## config.mk

```make
export PLATFORM = sky130hd
export DESIGN_NAME = sha1_round_scheduler_flat
export DESIGN_NICKNAME = d
export VERILOG_FILES = /design/src/rtl/sha1_round_scheduler_if.sv /design/src/rtl/sha1_round_scheduler.sv /design/src/flat_wrapper.sv
export SDC_FILE = /design/constraint.sdc
export NUM_CORES = 1
export LEC_CHECK = 0
export ABC_AREA = 1
export CORE_ASPECT_RATIO = 0.7
export CORE_MARGIN = 2
export CORE_UTILIZATION = 45
export CTS_BUF_LIST = sky130_fd_sc_hd__clkbuf_4 sky130_fd_sc_hd__clkbuf_8 sky130_fd_sc_hd__clkbuf_16
export DETAILED_ROUTE_END_ITERATION = 7
export GPL_ROUTABILITY_DRIVEN = 0
export HOLD_SLACK_MARGIN = 0.03
export PLACE_DENSITY = 0.78
export SETUP_SLACK_MARGIN = 0.5
export SLEW_MARGIN = 5
export SYNTH_ARGS = -nofsm -noshare
export SYNTH_HDL_FRONTEND = slang
export SYNTH_SLANG_ARGS = --single-unit
```

## constraint.sdc

```tcl
create_clock -name clk -period 2.15 [get_ports clk]
set_input_delay 0.43 -clock clk [delete_from_list [all_inputs] [get_ports clk]]
set_output_delay 0.43 -clock clk [all_outputs]
set_load 0.005 [all_outputs]
```

## src/rtl/sha1_round_scheduler_if.sv

```systemverilog
// Control bundle between the SHA-1 round scheduler, the message source and the hash datapath.
// The scheduler takes the master modport; the source/datapath side takes the slave modport.
interface sha1_round_scheduler_if #(
  parameter int CHUNK_W = 8
);
  logic               start;
  logic [CHUNK_W-1:0] num_chunks;
  logic               word_valid;
  logic               word_ready;
  logic               busy;
  logic               done;
  logic [6:0]         round;
  logic [1:0]         fk_sel;
  logic [3:0]         w_addr;
  logic               w_expand;
  logic               en_init;
  logic               en_round;
  logic               en_update_hash;
  logic [CHUNK_W-1:0] chunk_idx;

  modport master (
    input  start, num_chunks, word_valid,
    output word_ready, busy, done, round, fk_sel, w_addr, w_expand,
           en_init, en_round, en_update_hash, chunk_idx
  );

  modport slave (
    output start, num_chunks, word_valid,
    input  word_ready, busy, done, round, fk_sel, w_addr, w_expand,
           en_init, en_round, en_update_hash, chunk_idx
  );
endinterface

```

## src/rtl/sha1_round_scheduler.sv

```systemverilog
// Sequences a SHA-1 job over N chunks: INIT, 16 loaded rounds, 64 expanded rounds, hash update.
// Emits round index, f/K group, W ring slot and the datapath enables.
module sha1_round_scheduler #(
  parameter int CHUNK_W = 8
) (
  input logic                    clk,
  input logic                    reset,
  sha1_round_scheduler_if.master bus
);
  typedef enum logic [2:0] {
    S_IDLE, S_INIT, S_LOAD, S_EXPAND, S_UPDATE, S_DONE
  } state_t;

  state_t             state_q;
  logic [6:0]         round_q;
  logic [CHUNK_W-1:0] chunk_idx_q;
  logic [CHUNK_W-1:0] count_q;
  logic               busy_q;
  logic               done_q;
  logic               en_init_q;
  logic               en_update_hash_q;
  logic [CHUNK_W:0]   chunk_idx_d;
  logic               in_sched;

  // One extra bit so the last-chunk test stays correct at the maximum chunk count.
  assign chunk_idx_d = {1'b0, chunk_idx_q} + {{CHUNK_W{1'b0}}, 1'b1};

  always_ff @(posedge clk) begin
    if (reset) begin
      state_q          <= S_IDLE;
      round_q          <= 7'd0;
      chunk_idx_q      <= '0;
      count_q          <= '0;
      busy_q           <= 1'b0;
      done_q           <= 1'b0;
      en_init_q        <= 1'b0;
      en_update_hash_q <= 1'b0;
    end else begin
      done_q           <= 1'b0;
      en_init_q        <= 1'b0;
      en_update_hash_q <= 1'b0;
      case (state_q)
        S_IDLE: begin
          if (bus.start) begin
            count_q     <= bus.num_chunks;
            chunk_idx_q <= '0;
            busy_q      <= 1'b1;
            if (bus.num_chunks == '0) begin
              state_q <= S_DONE;
              done_q  <= 1'b1;
            end else begin
              state_q   <= S_INIT;
              round_q   <= 7'd0;
              en_init_q <= 1'b1;
            end
          end
        end
        S_INIT: state_q <= S_LOAD;
        S_LOAD: begin
          if (bus.word_valid) begin
            round_q <= round_q + 7'd1;
            if (round_q == 7'd15) state_q <= S_EXPAND;
          end
        end
        S_EXPAND: begin
          // Round parks at 79 through UPDATE rather than running past the schedule.
          if (round_q == 7'd79) begin
            state_q          <= S_UPDATE;
            en_update_hash_q <= 1'b1;
          end else begin
            round_q <= round_q + 7'd1;
          end
        end
        S_UPDATE: begin
          chunk_idx_q <= chunk_idx_d[CHUNK_W-1:0];
          if (chunk_idx_d < {1'b0, count_q}) begin
            state_q   <= S_INIT;
            round_q   <= 7'd0;
            en_init_q <= 1'b1;
          end else begin
            state_q <= S_DONE;
            done_q  <= 1'b1;
          end
        end
        S_DONE: begin
          state_q <= S_IDLE;
          busy_q  <= 1'b0;
        end
        default: begin
          state_q <= S_IDLE;
          busy_q  <= 1'b0;
        end
      endcase
    end
  end

  assign in_sched = (state_q == S_LOAD) || (state_q == S_EXPAND);

  always_comb begin
    bus.fk_sel = 2'd0;
    if (in_sched) begin
      if (round_q < 7'd20)      bus.fk_sel = 2'd0;
      else if (round_q < 7'd40) bus.fk_sel = 2'd1;
      else if (round_q < 7'd60) bus.fk_sel = 2'd2;
      else                      bus.fk_sel = 2'd3;
    end
  end

  assign bus.w_addr         = in_sched ? round_q[3:0] : 4'd0;
  assign bus.w_expand       = (state_q == S_EXPAND);
  assign bus.word_ready     = (state_q == S_LOAD);
  assign bus.en_round       = ((state_q == S_LOAD) && bus.word_valid) || (state_q == S_EXPAND);
  assign bus.round          = round_q;
  assign bus.busy           = busy_q;
  assign bus.done           = done_q;
  assign bus.en_init        = en_init_q;
  assign bus.en_update_hash = en_update_hash_q;
  assign bus.chunk_idx      = chunk_idx_q;
endmodule

```

## src/flat_wrapper.sv

```systemverilog
// flat-port wrapper written by rule: the top's interface ports become plain ports
module sha1_round_scheduler_flat 
#(
  parameter int CHUNK_W = 8
)
  (clk, reset, bus_start, bus_num_chunks, bus_word_valid, bus_word_ready, bus_busy, bus_done, bus_round, bus_fk_sel, bus_w_addr, bus_w_expand, bus_en_init, bus_en_round, bus_en_update_hash, bus_chunk_idx);
  sha1_round_scheduler_if #(.CHUNK_W(CHUNK_W)) bus_i ();
  input logic clk;
  input logic reset;
  input wire logic [$bits(bus_i.start)-1:0] bus_start;
  input wire logic [$bits(bus_i.num_chunks)-1:0] bus_num_chunks;
  input wire logic [$bits(bus_i.word_valid)-1:0] bus_word_valid;
  output wire logic [$bits(bus_i.word_ready)-1:0] bus_word_ready;
  output wire logic [$bits(bus_i.busy)-1:0] bus_busy;
  output wire logic [$bits(bus_i.done)-1:0] bus_done;
  output wire logic [$bits(bus_i.round)-1:0] bus_round;
  output wire logic [$bits(bus_i.fk_sel)-1:0] bus_fk_sel;
  output wire logic [$bits(bus_i.w_addr)-1:0] bus_w_addr;
  output wire logic [$bits(bus_i.w_expand)-1:0] bus_w_expand;
  output wire logic [$bits(bus_i.en_init)-1:0] bus_en_init;
  output wire logic [$bits(bus_i.en_round)-1:0] bus_en_round;
  output wire logic [$bits(bus_i.en_update_hash)-1:0] bus_en_update_hash;
  output wire logic [$bits(bus_i.chunk_idx)-1:0] bus_chunk_idx;
  assign bus_i.start = bus_start;
  assign bus_i.num_chunks = bus_num_chunks;
  assign bus_i.word_valid = bus_word_valid;
  assign bus_word_ready = bus_i.word_ready;
  assign bus_busy = bus_i.busy;
  assign bus_done = bus_i.done;
  assign bus_round = bus_i.round;
  assign bus_fk_sel = bus_i.fk_sel;
  assign bus_w_addr = bus_i.w_addr;
  assign bus_w_expand = bus_i.w_expand;
  assign bus_en_init = bus_i.en_init;
  assign bus_en_round = bus_i.en_round;
  assign bus_en_update_hash = bus_i.en_update_hash;
  assign bus_chunk_idx = bus_i.chunk_idx;
  sha1_round_scheduler #(.CHUNK_W(CHUNK_W)) u_core (.clk(clk), .reset(reset), .bus(bus_i));
endmodule
```

==> reports/metrics.csv <==
stage,metric,value,unit
outcome,status,"finished, violations left",
outcome,violations,setup timing,
final_layout,area_growth,48.0,%
sta,fmax,450,MHz
power,intPower,1.55,mW
place,io_buffer_count,39,
cts,htreeDepth,2,
detailed_routing,num_vias,1965,
cts,clk_pin_slew,0.06,ns
synthesis,synth_area,0.00180,mm2
synthesis,synth_top_cell_by_area,dfxtp_1,
setup_path,crit_fanout,7,
synthesis,syn_inst,267,
grt,grt_pass1_vias,1728,
cts,cts_buffers,5,
grt,grt_max_degree,17,
floorplanning,fp.dieArea,0.00453,mm2
detailed_routing,avgRoutedWirePerCell,12.9,um
detailed_routing,drt_first_pass_iters,4,
setup_path,cp.required,2.36,ns
grt,grt_pass1_wl,7910,um
setup_path,critical_path_class,flip-flop to flip-flop,
cts,root_buffer,clkbuf_8,
floorplanning,die_h,56.9,um
power,seq_power_share,30.9,%
grt,grt-ovfl-total,0,
synthesis,seq_area_frac_synth,33.4,%
final_layout,antenna_cells,0,
power,switching_share,41.9,%
synthesis,ys_seq_elements,30,
sta,setup_violations,7,
sta,max_slew_margin,69.1,%
synthesis,avgSynthCellArea,6.74,um2
final_layout,final_area,0.00266,mm2
floorplanning,ios,40,
floorplanning,start_util,46.4,%
synthesis,synthesis.nets,288,
place,dpl.hpwl,3360,um
power,p_clk_share,18.2,%
power,power,2.66,mW
synthesis,synthTopCellsByArea,"dfxtp_1 (33%), nand2_1 (13%), inv_1 (9.2%)",
grt,grtUsageTotal,22.3,%
power,combPwrFrac,50.9,%
synthesis,synth_warnings,0,
synthesis,synth_cell_types,26,
floorplanning,std_cell_rows,19,
sta,rsz0062_at_grt,yes,
flow_run,drv_cap,0,
sta,worst_slack,-0.0716,ns
setup_path,cp_common_cell,nand2_1,
setup_path,critPathSlowestCell,dfxtp_4,
detailed_routing,wirelength,4950,um
cts,clock_latency,0.28,ns
sta,finalHoldViolCount,0,
worst_hold_path,min_path_type,flip-flop to flip-flop,
final_layout,nNetsFinal,353,
power,vdd_drop_max,0.720,mV
cts,cts_hold_buffers,0,
cts,cts_sinks,30,
sta,finalCritPeriodShare,103,%
detailed_routing,detail-route-antenna-nets,0,
floorplanning,core_area,0.00387,mm2
sta,worst_pin_slew,0.463,ns
setup_path,path_cells,ha_4 -> nand4_1 -> nor2_1 -> xor2_1 -> ha_1 -> nand2_1 -> nand2_1 -> nand2_1 -> nand2_1 -> nor2_2 -> nand2_2 -> nand2_4 -> nand3_4 -> nand2_1 -> inv_1 -> nor2_1,
cts,cts_tree,yes,
detailed_routing,vias_per_cell,5.10,
sta,final-max-slew-violation-count,0,
final_layout,drive_above_1_share,26.4,%
setup_path,startpoint_type,flip-flop,
detailed_routing,drt_iter0_drc,176,
detailed_routing,route.detailed.drc,0,
sta,clock_skew,0.00450,ns
cts,cts_buffer_depth,2,
power,p_switching,1.11,mW
floorplanning,die_x,79.6,um
synthesis,yosys.area.top_type_share,33.4,%
grt,antenna_found_initial,0,
power,powerDensity,999,mW/mm2
setup_path,critPathCaptureType,flip-flop,
setup_path,critPathArrivalTime,2.43,ns
power,leakagePower,1.25,nW
sta,fin_crit,2.22,ns
setup_path,critical_path.max_stage_delay,0.37,ns
place,dpl_cell_area,0.00233,mm2
[final timing paths]
path | cells past startpoint | from | slack, ns | end
worst max register to register | 16 | u_core.bus.chunk_idx[1] | -0.07 | u_core.bus.round[5]
worst max-delay path | 16 | u_core.bus.chunk_idx[1] | -0.07 | u_core.bus.round[5]
worst min-delay path | 2 | u_core.count_q[1] | 0.46 | u_core.count_q[1]
worst min register to register | 2 | u_core.count_q[1] | 0.46 | u_core.count_q[1]
[per-stage QoR]
stage / instances / hold WS [ns] / setup slack, ns / utilization (%) / TNS [ns]
after global placement: 361 / 0.447 / 0.0639 / 60.1 / 0
after detailed placement: 361 / 0.454 / 0.0204 / 60.1 / 0
after CTS: 377 / 0.464 / 0.0364 / 65.9 / 0
after floorplan: 267 / 0.433 / 0.209 / - / 0
after global routing: 385 / 0.498 / -0.249 / 68.7 / -1.71
final: 385 / 0.463 / -0.0716 / 68.7 / -0.384
[critical path, delay by kind of cell, from the launching register on]
kind,cells,cell delay (ns)
xor+xnor,1,0.23
fa+ha+maj,2,0.43
buf+inv,1,0.05
flops,1,0.37
simple gates,12,1.06
[power groups by stage]
stage	clock [mW]	combinational (mW)	sequential, mW
CTS	0.487	1.28	0.807
global route	0.520	1.52	0.838
finish	0.483	1.35	0.822
detailed placement	0	1.24	0.785
global placement	0	1.21	0.782
floorplan	0	0.859	0.772
[registers in the layout, summed over array words and instances, names as in the netlist]
register / flops
u_core.bus.round: 7
u_core.bus.en_init: 1
u_core.bus.en_update_hash: 1
u_core.state_q: 3
u_core.bus.done: 1
u_core.bus.busy: 1
u_core.count_q: 8
u_core.bus.chunk_idx: 8
[kinds of logic (layout without fill, tap and decap cells)]
family / count (synthesis) / in the layout / share of synthesized area [%]
AOI/OAI and AO/OA: 47 / 47 / 13.7
xor gates and xnor gates: 6 / 6 / 2.92
adders and majority gates: 9 / 9 / 6.26
buffers and inverters: 50 / 115 / 10.6
DFF: 30 / 30 / 33.4
and+or+nand+nor: 125 / 126 / 33.1
[routing by layer]
layer / global-route usage [%] / wire (um)
met1: 31.9 / 2360
met2: 34.1 / 2270
met3: 4.50 / 257
met4: 6.65 / 63
met5: 0 / 0
[cell type report]
| cell class | instances | area, um2 |
|---|---|---|
| clock inverter | 1 | 5.00 |
| fill | 330 | 1210 |
| multi-input combinational | 188 | 1150 |
| sequential | 30 | 646 |
| tap | 52 | 65.1 |
| inverter | 45 | 171 |
| timing repair buffer | 62 | 539 |
| clock buffer | 7 | 90.1 |
[synthesized netlist by cell type, drive strengths merged]
cell,count
a21boi,1
a21oi,27
a311oi,1
a31oi,2
and3,1
buf,3
clkbuf,2
dfxtp,30
ha,9
inv,45
nand2,65
nand3,13
nand4,11
nor2,32
nor3,2
o211ai,1
o21ai,15
or2,1
xor2,6
[cells in the final DEF (no fill, tap or decap), types with 11 or more instances in the layout]
cell	instances
nor2_1	23
o21ai_0	13
a21oi_1	23
nand4_1	11
clkdlybuf4s50_1	26
nand2_1	59
buf_4	23
inv_1	42
dfxtp_1	12
[timing repair]
action | 4_1_cts | 5_1_grt
setup endpoints to repair | 29 | 23
gates cloned | 1 | 0
pin swaps | 13 | 4
hold endpoints to repair | 0 | 0
setup buffers | 7 | 8
resized for setup | 44 | 21
Power figures use the tool's default switching activity.
